--- config.mk ---
export PLATFORM = sky130hd
export DESIGN_NAME = ccm_ctrl
export DESIGN_NICKNAME = d
export VERILOG_FILES = /design/src/rtl/ccm_ctrl.sv
export SDC_FILE = /design/constraint.sdc
export NUM_CORES = 1
export LEC_CHECK = 0
export ABC_CLOCK_PERIOD_IN_PS = 2500
export CAP_MARGIN = 5
export CORE_ASPECT_RATIO = 1.4
export CORE_MARGIN = 2
export CORE_UTILIZATION = 55
export CTS_BUF_LIST = sky130_fd_sc_hd__clkbuf_4
export CTS_CLUSTER_DIAMETER = 60
export DETAILED_ROUTE_END_ITERATION = 12
export PLACE_DENSITY = 0.9
export RECOVER_POWER = 100
export SYNTH_ARGS = -nofsm -noshare
export SYNTH_HDL_FRONTEND = slang
export SYNTH_SLANG_ARGS = --single-unit
--- constraint.sdc ---
create_clock -name clk -period 2.5 [get_ports clk]
set_input_delay 0.5 -clock clk [delete_from_list [all_inputs] [get_ports clk]]
set_output_delay 0.5 -clock clk [all_outputs]
set_load 0.03 [all_outputs]
--- src/rtl/ccm_ctrl.sv ---
// ccm_ctrl: sequencer for one CCM convolution pass.
// Loads filter weights, then walks the padded input map in raster order while stalling
// on input-buffer availability, and counts the PEA results returned by the datapath.
module ccm_ctrl #(
    parameter int unsigned DIM_W     = 9,
    parameter int unsigned WL_W      = 4,
    parameter int unsigned DRAIN_CYC = 3,
    parameter int unsigned CNT_W     = 16
) (
    input  logic             clk,
    input  logic             rst,
    input  logic             start,
    input  logic [DIM_W-1:0] cfg_width,
    input  logic [DIM_W-1:0] cfg_height,
    input  logic [WL_W-1:0]  cfg_wload,
    input  logic             data_valid,
    input  logic             sum_reg_valid,
    output logic             data_rd_en,
    output logic             weight_en,
    output logic [WL_W-1:0]  weight_addr,
    output logic             en,
    output logic             en_output,
    output logic [DIM_W-1:0] col,
    output logic [DIM_W-1:0] row,
    output logic             busy,
    output logic             done,
    output logic             cfg_err,
    output logic [CNT_W-1:0] out_cnt
);

    localparam int unsigned DR_W = (DRAIN_CYC > 1) ? $clog2(DRAIN_CYC) : 1;

    typedef enum logic [2:0] {
        StIdle,
        StWload,
        StScan,
        StDrain,
        StDone
    } state_e;

    state_e           state_q, state_d;
    logic [DIM_W-1:0] width_q, height_q;
    logic [WL_W-1:0]  wload_q;
    logic [WL_W-1:0]  wl_cnt_q;
    logic [DR_W-1:0]  dr_cnt_q;
    logic [DIM_W-1:0] pos_col_q, pos_row_q;
    logic             en_q, en_output_q, done_q, cfg_err_q;
    logic [DIM_W-1:0] col_q, row_q;
    logic [CNT_W-1:0] out_cnt_q;

    logic             accept_start;
    logic             cfg_illegal;
    logic             accept;
    logic             col_last;
    logic             last_pos;
    logic             window_full;

    assign accept_start = (state_q == StIdle) && start;
    assign cfg_illegal  = (cfg_width < DIM_W'(3)) || (cfg_height < DIM_W'(3));
    assign accept       = data_rd_en && data_valid;
    assign col_last     = (pos_col_q == width_q - DIM_W'(1));
    assign last_pos     = col_last && (pos_row_q == height_q - DIM_W'(1));
    // A full 3x3 window exists once two rows and two columns lie behind the beat.
    assign window_full  = (pos_row_q >= DIM_W'(2)) && (pos_col_q >= DIM_W'(2));

    // State register.
    always_ff @(posedge clk) begin
        if (rst) begin
            state_q <= StIdle;
        end else begin
            state_q <= state_d;
        end
    end

    // Next-state logic and the combinational handshake outputs.
    always_comb begin
        state_d    = state_q;
        busy       = 1'b1;
        weight_en  = 1'b0;
        data_rd_en = 1'b0;
        unique case (state_q)
            StIdle: begin
                busy = 1'b0;
                if (start) begin
                    if (cfg_illegal) begin
                        state_d = StDone;
                    end else if (cfg_wload == '0) begin
                        state_d = StScan;
                    end else begin
                        state_d = StWload;
                    end
                end
            end
            StWload: begin
                weight_en = 1'b1;
                if (wl_cnt_q == wload_q - WL_W'(1)) begin
                    state_d = StScan;
                end
            end
            StScan: begin
                data_rd_en = 1'b1;
                if (data_valid && last_pos) begin
                    state_d = StDrain;
                end
            end
            StDrain: begin
                if (dr_cnt_q == DR_W'(DRAIN_CYC - 1)) begin
                    state_d = StDone;
                end
            end
            StDone: begin
                state_d = StIdle;
            end
            default: begin
                state_d = StIdle;
            end
        endcase
    end

    // Configuration latch plus weight-beat, drain and raster position counters.
    always_ff @(posedge clk) begin
        if (rst) begin
            width_q   <= '0;
            height_q  <= '0;
            wload_q   <= '0;
            wl_cnt_q  <= '0;
            dr_cnt_q  <= '0;
            pos_col_q <= '0;
            pos_row_q <= '0;
        end else if (accept_start) begin
            width_q   <= cfg_width;
            height_q  <= cfg_height;
            wload_q   <= cfg_wload;
            wl_cnt_q  <= '0;
            dr_cnt_q  <= '0;
            pos_col_q <= '0;
            pos_row_q <= '0;
        end else begin
            if (weight_en) begin
                wl_cnt_q <= (state_d == StWload) ? wl_cnt_q + WL_W'(1) : '0;
            end
            if (state_q == StDrain) begin
                dr_cnt_q <= dr_cnt_q + DR_W'(1);
            end
            if (accept) begin
                if (col_last) begin
                    pos_col_q <= '0;
                    pos_row_q <= pos_row_q + DIM_W'(1);
                end else begin
                    pos_col_q <= pos_col_q + DIM_W'(1);
                end
            end
        end
    end

    // Datapath strobes: one cycle behind the accepted beat; col/row hold across gaps.
    always_ff @(posedge clk) begin
        if (rst) begin
            en_q        <= 1'b0;
            en_output_q <= 1'b0;
            col_q       <= '0;
            row_q       <= '0;
            done_q      <= 1'b0;
        end else begin
            en_q        <= accept;
            en_output_q <= accept && window_full;
            done_q      <= (state_q == StDone);
            if (accept) begin
                col_q <= pos_col_q;
                row_q <= pos_row_q;
            end
        end
    end

    // Sticky config error and saturating result counter, both cleared by an accepted start.
    always_ff @(posedge clk) begin
        if (rst) begin
            cfg_err_q <= 1'b0;
            out_cnt_q <= '0;
        end else if (accept_start) begin
            cfg_err_q <= cfg_illegal;
            out_cnt_q <= '0;
        end else if (busy && sum_reg_valid && (out_cnt_q != {CNT_W{1'b1}})) begin
            out_cnt_q <= out_cnt_q + CNT_W'(1);
        end
    end

    assign weight_addr = weight_en ? wl_cnt_q : '0;
    assign en          = en_q;
    assign en_output   = en_output_q;
    assign col         = col_q;
    assign row         = row_q;
    assign done        = done_q;
    assign cfg_err     = cfg_err_q;
    assign out_cnt     = out_cnt_q;

endmodule

# ---- Word level (Yosys, flattened, before mapping)
# Index checks and enable logic that the tools add are counted.
dict set report op_classes {
  addsub 8
  reduce_logical 13
  eq_ne 10
  muxes 13
  n_lt_le_gt_ge 4
}
# operator count
set op_table {}
lappend op_table {{$add 9x1->9 const B} 2}
lappend op_table {{$eq 9x9->1} 2}
lappend op_table {{$ge 9x2->1 const B} 2}
lappend op_table {{$lt 9x2->1 const B} 2}
lappend op_table {{$sub 9x1->9 const B} 2}
lappend op_table {{$add 16x1->16 const B} 1}
lappend op_table {{$ne 16x16->1 const B} 1}
lappend op_table {{$mux 3} 5}
lappend op_table {{$pmux 3 s4} 1}
lappend op_table {{$mux 9} 1}
lappend op_table {{$logic_and 1x1->1} 8}
lappend op_table {{$mux 4} 2}
lappend op_table {{$eq 3x1->1 const B} 2}
lappend op_table {{$eq 3x2->1 const B} 2}
lappend op_table {{$add 4x1->4 const B} 1}
lappend op_table {{$eq 4x4->1} 1}
lappend op_table {{$logic_not 4->1} 1}
lappend op_table {{$sub 4x1->4 const B} 1}
lappend op_table {{$eq 3x3->1 const B} 1}
lappend op_table {{$logic_not 3->1} 1}
lappend op_table {{$mux 1} 3}
lappend op_table {{$add 2x1->2 const B} 1}
lappend op_table {{$eq 2x2->1 const B} 1}
lappend op_table {{$mux 2} 1}
lappend op_table {{other kinds (3)} 3}
dict set report word_totals {
  out_inout_bits 45
  word_cells 63
  inputBits 27
  ff_bits 87
}

# ---- Depth between registers and ports, before layout
# Gate-level depths: netlist of the first run.
dict set report logic_depth {
  depth_word 8
  ltp_mapped 9
  ltp_nobuf 8
}

# ---- Least setup slack after synthesis of the first run
# No wires, ideal clock.
dict set report synth_path {
  path_type {register -> output}
  start {reg state_q[2]}
  end {out weight_addr[2]}
  setup_slack_ps -70
  arrival_ps 2070
  path_buffers 1
  path_stages_with_launch 4
  path_cell_list {dfxtp_1 > clkbuf_1 > nor3b_1 > and2_1}
}
dict set report synth_via {
  elab_chain_len 3
}
# item line_no
set synth_lines {}
lappend synth_lines {{start: declaration} 41} ;# state_e state_q, state_d;
lappend synth_lines {{start signal: assignment} 69} ;# state_q <= StIdle;
lappend synth_lines {{start signal: assignment} 71} ;# state_q <= state_d;
lappend synth_lines {{$eq 3x1->1} 81} ;# unique case (state_q)
lappend synth_lines {{$mux 1} 81}
lappend synth_lines {{via weight_en} 19} ;# output logic weight_en,
lappend synth_lines {{$mux 4} 188} ;# assign weight_addr = weight_en ? wl_cnt_q : '0;
lappend synth_lines {{end: declaration} 20} ;# output logic [WL_W-1:0] weight_addr,
# The timed path passes the listed nets, and every way through them passes these cells.

# ---- Worst setup path after layout of the first run
dict set report layout_path {
  start {reg state_q[1]}
  end {out data_rd_en}
}
dict set report layout_via {
  elab_chain_len 2
}
# item line_no
set layout_lines {}
lappend layout_lines {{$eq 3x2->1} 81}
lappend layout_lines {{$mux 1} 81}
lappend layout_lines {{end: declaration} 18} ;# output logic data_rd_en,
# Every way passes these cells.

==> results of run 1 <==
power by group through the flow:
| stage | clock network, W | registers (W) | logic [W] |
|---|---|---|---|
| after global placement | 0 | 0.00148 | 0.000397 |
| after CTS | 0.000876 | 0.00145 | 0.000423 |
| after detailed placement | 0 | 0.00148 | 0.000413 |
| after global routing | 0.000927 | 0.00146 | 0.000466 |
| after floorplan | 0 | 0.00148 | 0.000284 |
| final | 0.000881 | 0.00146 | 0.000425 |
per-stage QoR:
stage | setup TNS (ns) | setup WS, ns
global route | -0.00882 | -0.00882
detailed placement | 0 | 0.133
floorplan | 0 | 0.159
global placement | 0 | 0.192
finish | 0 | 0.0769
CTS | 0 | 0.0918
worst max path at each step:
stage                            start                        end  cells after the start
2_1_floorplan    state_q[1]$_SDFF_PP0_  pos_row_q[1]$_SDFFE_PP0P_                      5
6_report         state_q[1]$_SDFF_PP0_                 data_rd_en                      2
5_1_grt        width_q[0]$_SDFFE_PP0P_  pos_row_q[4]$_SDFFE_PP0P_                      9
4_1_cts          state_q[1]$_SDFF_PP0_                  weight_en                      3
3_3_place_gp   width_q[0]$_SDFFE_PP0P_  pos_row_q[3]$_SDFFE_PP0P_                      6
3_5_place_dp   width_q[0]$_SDFFE_PP0P_  pos_row_q[7]$_SDFFE_PP0P_                      7
Yosys cell counts (2+ instances only):
library cell               count  share of area (%)
sky130_fd_sc_hd__inv_1        16                1.4
sky130_fd_sc_hd__nand3b_1      2               0.34
sky130_fd_sc_hd__xnor2_1      27                5.4
sky130_fd_sc_hd__nor4_1       12                1.7
sky130_fd_sc_hd__nor3_1       26                3.0
sky130_fd_sc_hd__a211oi_1      3               0.52
sky130_fd_sc_hd__nor2_1       36                3.1
sky130_fd_sc_hd__clkbuf_1     30                2.6
sky130_fd_sc_hd__ha_1         10                2.9
sky130_fd_sc_hd__a21boi_0      2               0.34
sky130_fd_sc_hd__dfxtp_1      87                 40
sky130_fd_sc_hd__nor3b_1       3               0.52
sky130_fd_sc_hd__nand2_1     110                9.5
sky130_fd_sc_hd__and2_1        6               0.86
sky130_fd_sc_hd__o21ai_1       2               0.23
sky130_fd_sc_hd__nand3_1      12                1.4
sky130_fd_sc_hd__o311ai_1      3               0.60
sky130_fd_sc_hd__or4_1         3               0.52
sky130_fd_sc_hd__o41ai_1       6                1.2
sky130_fd_sc_hd__buf_2         3               0.34
sky130_fd_sc_hd__nor4b_1       2               0.40
sky130_fd_sc_hd__nor2b_1       2               0.29
sky130_fd_sc_hd__nand4_1      18                2.6
sky130_fd_sc_hd__mux2i_1       7                1.6
sky130_fd_sc_hd__o31ai_1       3               0.52
sky130_fd_sc_hd__a31oi_1       3               0.43
sky130_fd_sc_hd__xor2_1       24                4.8
sky130_fd_sc_hd__or3_1         9                1.3
sky130_fd_sc_hd__a21oi_1      48                5.5
sky130_fd_sc_hd__and3_1        4               0.57
sky130_fd_sc_hd__nand2b_1      3               0.43
sky130_fd_sc_hd__and4_1        3               0.60
sky130_fd_sc_hd__o21ai_0       7               0.80
placed cells by master (no fill, tap or decap), types with 18 or more instances in the layout:
master                            Yosys  layout
sky130_fd_sc_hd__nor3_1              26      26
sky130_fd_sc_hd__nor2_1              36      36
sky130_fd_sc_hd__a21oi_1             48      48
sky130_fd_sc_hd__nand4_1             18      18
sky130_fd_sc_hd__dfxtp_1             87      87
sky130_fd_sc_hd__nand2_1            110     110
sky130_fd_sc_hd__dlygate4sd3_1        0      38
sky130_fd_sc_hd__xor2_1              24      24
sky130_fd_sc_hd__clkdlybuf4s50_1      0      26
sky130_fd_sc_hd__xnor2_1             27      27
sequential cells by signal, summed over array words and instances (netlist names), 2 cells and up:
register and cells:
row 9, pos_row_q 9, state_q 3, dr_cnt_q 2, height_q 9, out_cnt 16, wload_q 4, width_q 9
pos_col_q 9, col 9, wl_cnt_q 4
kinds of logic after synthesis:
logic type | after synthesis
muxes | 7
adders and majority gates | 10
DFF | 87
AOI/OAI and AO/OA | 87
xor gates and xnor gates | 51
and+or+nand+nor | 258
buffers and inverters | 50
what timing repair did:
action	in CTS	in global routing
pin swaps	1	0
setup endpoints to repair	7	9
setup buffers	2	0
gates resized for setup	8	5
worst max-delay path: stages, from the launching register on:
cell and delay, ns:
sky130_fd_sc_hd__dfxtp_1 0.53, sky130_fd_sc_hd__nor3b_1 0.49, sky130_fd_sc_hd__dlygate4sd2_1 0.46
per-layer routing:
layer,vias up,wire length (um)
met5,-,0
met1,1978,4090
met2,137,5790
met3,41,537
met4,0,393
li1,2045,-
area by class of cell:
class	count	area share [%]
multi-input cells	413	46.1
clock inverters	6	1.59
inverters	16	1.12
flip-flops and latches	87	32.4
clock buffers	9	1.26
well taps	100	2.33
repair buffers	88	15.1
==> out/summary.log, run 1 <==
qor: status.outcome complete, no violations
qor: run.cap_violations 0
qor: sta.layout_worst_path_cycle_share 96.9%
qor: sta.drv_slew 0
qor: setup_path.worst-r2r-cell-count 6
qor: floorplan.rows 38
qor: power_and_ir_drop.vdd_ir_max 0.000442 V
qor: power_and_ir_drop.seqPwrFrac 52.7%
qor: route.first_pass_iters 4
qor: floorplan.core_region_area 0.00770 sq mm
qor: final_layout.fillerInstances 607
qor: cts.ctsHoldBuffers 0
qor: grt.grt_start_max_net_pins 28
qor: final_layout.finalNonFillerCells 719
qor: sta.period_minus_slack 2.42 ns
qor: placement.place_area 0.00521 sq mm
qor: synth.postSynth.asyncResetShare 0%
qor: placement.port_buffer_count 71
qor: placement.gp_congestion 0.878
qor: power_and_ir_drop.clock_power_share 31.9%
qor: route.via_count 4201
qor: route.route.final.wire_length 10800 um
qor: final_layout.multi_input_comb_area 0.00248 sq mm
qor: synth.combinational_family_with_the_most_area_after_synthesis simple AND/OR/NAND/NOR gates
qor: synth.synth.lib_cells_used.distinct 51
qor: synth.postSynthNetCount 587
qor: synth.synth-edff-count 0
qor: floorplan.die_y 109 um
qor: final_layout.antenna_cells_inserted 0
qor: min_path.holdPathEnd col[4]$_SDFFE_PP0P_
qor: sta.maxClockFrequency 0.413 GHz
qor: route.dr.first_iter.drc_count 267
qor: power_and_ir_drop.power.share.switching 27.6%
qor: synth.syn_avg_cell_area 7.93 sq um
qor: grt.initial_antenna_violation_count 0
qor: placement.dp.final_hpwl 7700 um
qor: setup_path.worst_ep_arrival_time 1.92 ns
qor: power_and_ir_drop.switching_pwr 0.000763 W
qor: grt.gr-usage-met2 47.9%
qor: power_and_ir_drop.p_leak 1.99 nW
qor: synth.synth_seq_cells 87
qor: sta.finalSetupViolations 0
qor: power_and_ir_drop.finalPower 0.00276 W
qor: synth.synth_adder_area_share 2.87%
qor: floorplan.design.die.area 0.00867 sq mm
qor: setup_path.critical_path_required 2.00 ns
qor: power_and_ir_drop.power_per_cell_area 514 mW/mm^2
qor: setup_path.startpoint_type flop
qor: placement.numPlacedInstances 702
qor: setup_path.reg2reg_setup_slack 0.11 ns
qor: cts.clock-root-buffer sky130_fd_sc_hd__clkbuf_4
qor: cts.clock_tree.buffer_depth 2
qor: setup_path.crit_path_end_kind output port
qor: cts.cts_htree_levels 3
qor: route.via_per_inst 5.84
qor: route.routed_wire_length_per_instance 15.0 um
qor: synth.ys_warn_count 0
qor: synth.ys_seq_area_share 39.9%
qor: cts.cts_inserted_buffers 9
qor: synth.synth_top_flop_cell sky130_fd_sc_hd__dfxtp_1
qor: setup_path.path_max_fanout 8
qor: floorplan.die_width 79.3 um
qor: synth.synth_area 0.00436 sq mm
qor: grt.grt.met3_usage 5.42%
qor: min_path.worstHoldPathCells 2
qor: sta.finalClockSkew 0.0165 ns
qor: cts.clk_pin_slew_worst_paths 0.14 ns
qor: floorplan.boundaryPins 72
qor: synth.complex_gate_fraction_of_the_synthesized_area 12.5%
qor: cts.tritoncts built
qor: final_layout.area.growth.synth_to_final 23.0%
qor: final_layout.regArea 0.00174 sq mm
qor: sta.timing.max_slew.rel_slack 26.9%
qor: power_and_ir_drop.power.combinational.fraction 15.4%
qor: route.drt.antenna.violating_nets 0
qor: synth.synthCells 550
qor: sta.timing.final.hold_violations 0
qor: grt.aggregate_global_route_resource_usage 25.8%
qor: min_path.worstHoldPathType flop to flop
qor: grt.met1_layer_usage_reported_by_global_route 27.8%
qor: sta.max_slew.worst_pin.slew 1.10 ns
qor: grt.grt_pass1_wl 17800 um
qor: cts.clock_insertion_delay_worst_skew 0.45 ns
qor: setup_path.timing_worst_setup_path_type flop to output port
qor: setup_path.critical_path.reg2reg.startpoint width_q[0]$_SDFFE_PP0P_
qor: final_layout.final_core_util 69.7%
qor: synth.multiplexer_share_of_the_synthesized_area 1.61%
qor: sta.hold-worst-slack 0.458 ns
qor: grt.number_of_global_route_vias_before_repair 3942
qor: synth.synth-simple-area-share 28.4%
qor: setup_path.worstReg2RegEnd pos_row_q[3]$_SDFFE_PP0P_
qor: grt.gr-max-usage-layer met2
qor: floorplan.initial_utilization 56.6%
qor: final_layout.num-nets-final 652
qor: power_and_ir_drop.cellInternalPower 0.00200 W
qor: cts.clock_sinks 87
qor: final_layout.post_route_cells_drive_above_1_share 6.14%
qor: synth.synth-xor-area-share 10.2%
qor: route.remaining_drc_errors 0
qor: grt.grt_overflow_total 0
qor: final_layout.stdcell_area 0.00537 sq mm
qor: min_path.min-delay-start col[4]$_SDFFE_PP0P_
Note: power is estimated with default switching activity, not from simulation.
==> run 2, diff against run 1 <==
==> config.mk (replaced) <==
export PLATFORM = sky130hd
export DESIGN_NAME = ccm_ctrl
export DESIGN_NICKNAME = d
export VERILOG_FILES = /design/src/rtl/ccm_ctrl.sv
export SDC_FILE = /design/constraint.sdc
export NUM_CORES = 1
export LEC_CHECK = 0
export ABC_CLOCK_PERIOD_IN_PS = 2800
export CAP_MARGIN = 5
export CORE_ASPECT_RATIO = 1.4
export CORE_MARGIN = 2
export CORE_UTILIZATION = 60
export CTS_BUF_LIST = sky130_fd_sc_hd__clkbuf_4
export CTS_CLUSTER_DIAMETER = 60
export DETAILED_ROUTE_END_ITERATION = 12
export PLACE_DENSITY = 0.95
export RECOVER_POWER = 100
export REMOVE_ABC_BUFFERS = 1
export SYNTH_ARGS = -nofsm -noshare
export SYNTH_HDL_FRONTEND = slang
export SYNTH_SLANG_ARGS = --single-unit
==> constraint.sdc (replaced) <==
create_clock -name clk -period 2.8 [get_ports clk]
set_input_delay 0.56 -clock clk [delete_from_list [all_inputs] [get_ports clk]]
set_output_delay 0.56 -clock clk [all_outputs]
set_load 0.03 [all_outputs]
==> out/summary.log, run 2 (synthesis gave the netlist of run 1 again) <==
qor: setup_path.timing_worst_setup_path_type flop to output port
qor: cts.clock_insertion_delay_worst_skew 0.44 ns [about the same]
qor: setup_path.path_cells nor3b_1 -> clkdlybuf4s50_1
qor: cts.clk_pin_slew_worst_paths 0.13 ns [about the same]
qor: route.routed_wire_length_per_instance 14.6 um [-2.6%]
qor: cts.cts_inserted_buffers 9 [unchanged]
qor: cts.tritoncts built
qor: setup_path.path_max_fanout 8 [unchanged]
qor: run.cap_violations 0 [unchanged]
qor: cts.clock-root-buffer sky130_fd_sc_hd__clkbuf_4
qor: final_layout.fillerInstances 492 [-19%]
qor: power_and_ir_drop.clock_power_share 37.4% [+5.5 points]
qor: sta.finalClockSkew 0.0146 ns [-0.00187 ns]
qor: setup_path.critical_path_required 2.24 ns [+0.24 ns]
qor: sta.finalSetupViolations 0 [unchanged]
qor: floorplan.initial_utilization 62.1% [+5.4 points]
qor: setup_path.worst-r2r-cell-count 6 [unchanged]
qor: grt.gr-usage-met2 48.2% [+0.27 points]
qor: grt.met1_layer_usage_reported_by_global_route 31.7% [+3.9 points]
qor: setup_path.worst_ep_arrival_time 2.09 ns [+0.17 ns]
qor: sta.hold-worst-slack 0.457 ns [-0.00134 ns]
qor: setup_path.startpoint_type flop
qor: final_layout.antenna_cells_inserted 0 [unchanged]
qor: power_and_ir_drop.p_leak 1.96 nW [-1.8%]
qor: power_and_ir_drop.power_per_cell_area 495 mW/mm^2 [-3.7%]
qor: route.first_pass_iters 5 [+1]
qor: placement.dp.final_hpwl 7410 um [-3.8%]
qor: final_layout.post_route_cells_drive_above_1_share 5.04% [-1.1 points]
qor: final_layout.layout_commonest_cell sky130_fd_sc_hd__nand2_1
qor: floorplan.core_region_area 0.00703 sq mm [-8.8%]
qor: sta.period_minus_slack 2.65 ns
qor: grt.number_of_global_route_vias_before_repair 3979 [+0.94%]
qor: power_and_ir_drop.cellInternalPower 0.00198 W [-0.74%]
qor: grt.grt.met3_usage 5.44% [+0.022 points]
qor: power_and_ir_drop.seqPwrFrac 49.1% [-3.6 points]
qor: power_and_ir_drop.power.combinational.fraction 13.5% [-1.9 points]
qor: cts.post-cts-setup-buffer-count 0 [-2]
qor: grt.grt_overflow_total 0 [unchanged]
qor: route.via_count 4150 [-1.2%]
qor: setup_path.reg2reg_setup_slack 0.16 ns [+0.05 ns]
qor: route.remaining_drc_errors 0 [unchanged]
qor: setup_path.crit_end data_rd_en
qor: floorplan.design.die.area 0.00798 sq mm [-8.0%]
qor: power_and_ir_drop.power.share.switching 25.1% [-2.5 points]
qor: setup_path.max_stage_delay 0.75 ns [+0.22 ns]
qor: sta.timing.final.hold_violations 0 [unchanged]
qor: setup_path.critical_path.reg2reg.startpoint width_q[0]$_SDFFE_PP0P_
qor: final_layout.final_core_util 76.1% [+6.5 points]
qor: setup_path.cp-startpoint state_q[1]$_SDFF_PP0_
qor: cts.clock_tree.buffer_depth 2 [unchanged]
qor: final_layout.regArea 0.00174 sq mm [about the same]
qor: sta.timing.max_slew.rel_slack 32.4% [+5.4 points]
qor: sta.max_slew.worst_pin.slew 1.01 ns [-0.0810 ns]
qor: cts.ctsHoldBuffers 0 [unchanged]
qor: final_layout.max_reg_flops 16 [unchanged]
qor: cts.cts_htree_levels 3 [unchanged]
qor: floorplan.boundaryPins 72 [unchanged]
qor: setup_path.worstReg2RegEnd pos_row_q[3]$_SDFFE_PP0P_
qor: sta.drv_slew 0 [unchanged]
qor: floorplan.rows 36 [-5.3%]
qor: placement.placement.setup.worst_slack 0.361 ns [+0.229 ns]
qor: status.outcome complete, no violations
qor: floorplan.die_y 105 um [-4.1%]
qor: final_layout.area.growth.synth_to_final 22.6%
qor: sta.grt_setup_unrepaired false
qor: power_and_ir_drop.switching_pwr 0.000666 W [-13%]
qor: grt.grt_start_max_net_pins 32 [+14%]
qor: grt.initial_antenna_violation_count 0 [unchanged]
qor: cts.clock_sinks 87 [unchanged]
qor: sta.maxClockFrequency 0.377 GHz
qor: cts.cts_resized 1 [-7]
qor: setup_path.critical-path-slowest-cell sky130_fd_sc_hd__clkdlybuf4s50_1
qor: grt.aggregate_global_route_resource_usage 27.5% [+1.7 points]
qor: final_layout.num-nets-final 647 [-0.77%]
qor: grt.gr-max-usage-layer met2
qor: grt.grt_pass1_wl 18100 um [+1.3%]
qor: placement.port_buffer_count 71 [unchanged]
qor: sta.layout_worst_path_cycle_share 94.7%
qor: min_path.worstHoldPathType flop to flop
qor: route.via_per_inst 5.85 [about the same]
qor: final_layout.layout.cells.most_common_list sky130_fd_sc_hd__nand2_1 (110), sky130_fd_sc_hd__dfxtp_1 (86), sky130_fd_sc_hd__a21oi_1 (48)
qor: placement.gp_congestion 0.847 [-3.5%]
qor: final_layout.multi_input_comb_area 0.00244 sq mm [-1.3%]
qor: placement.place_area 0.00517 sq mm [-0.89%]
qor: route.drt.antenna.violating_nets 0 [unchanged]
qor: power_and_ir_drop.vdd_ir_max 0.000471 V [+6.6%]
qor: route.dr.first_iter.drc_count 423 [+58%]
qor: sta.setup_ws 0.147 ns [+0.0704 ns]
qor: final_layout.stdcell_area 0.00535 sq mm [-0.33%]
qor: setup_path.crit_path_end_kind output port
qor: floorplan.die_width 76.1 um [-4.0%]
qor: route.route.final.wire_length 10400 um [-3.8%]
qor: sta.sum_of_negative_setup_slack 0 ns [unchanged]
[run 2: cell types whose count changed in the layout (fill, tap and decap cells not counted), sizes merged]
cell / change
clkinvlp: -1
dlygate4sd3: +3
clkinv: -2
clkbuf: +4
buf: -7
bufinv: +2
dlygate4sd2: -6
clkdlybuf4s50: +3
[run 2: worst min-delay path by stage]
stage                                  start                       end  slack [ns]  cells after the start
floorplan           height_q[8]$_SDFFE_PP0P_  height_q[8]$_SDFFE_PP0P_        0.44                      2
global placement         row[7]$_SDFFE_PP0P_       row[7]$_SDFFE_PP0P_        0.44                      2
detailed placement       col[8]$_SDFFE_PP0P_       col[8]$_SDFFE_PP0P_        0.45                      2
CTS                      col[8]$_SDFFE_PP0P_       col[8]$_SDFFE_PP0P_        0.46                      2
global route             col[8]$_SDFFE_PP0P_       col[8]$_SDFFE_PP0P_        0.48                      2
finish                   col[3]$_SDFFE_PP0P_       col[3]$_SDFFE_PP0P_        0.46                      2
[run 2: area by class of cell]
type / instances / share of cell area [%]
sequential: 87 / 32.6
multi-input combinational: 413 / 45.7
tap: 95 / 2.22
clock buffer: 11 / 1.54
clock inverter: 5 / 2.41
inverter: 16 / 1.12
timing repair buffer: 83 / 14.4
[run 2: critical path, delay by kind of cell (launching register included)]
family | cells | cell delay [ns]
flip-flops | 1 | 0.48
buffers and inverters | 1 | 0.75
AND/OR/NAND/NOR | 1 | 0.41
[run 2: power by group through the flow]
stage                     Combinational [W]  Clock, W  Sequential (W)
final                              0.000358  0.000990         0.00130
after global placement             0.000342         0         0.00132
after global routing               0.000396   0.00105         0.00131
after CTS                          0.000364   0.00100         0.00130
after detailed placement           0.000358         0         0.00133
after floorplan                    0.000233         0         0.00132
[run 2: per-layer routing]
metal,vias to the layer above,wire (um)
met1,1921,4170
met2,170,5320
met4,0,366
met5,-,0
li1,2026,-
met3,33,539
[run 2: metrics by stage]
stage / total power, W / std cells
final: 0.00265 / 710
after floorplan: 0.00155 / 516
after CTS: 0.00266 / 710
after global routing: 0.00275 / 710
after global placement: 0.00167 / 694
after detailed placement: 0.00168 / 694
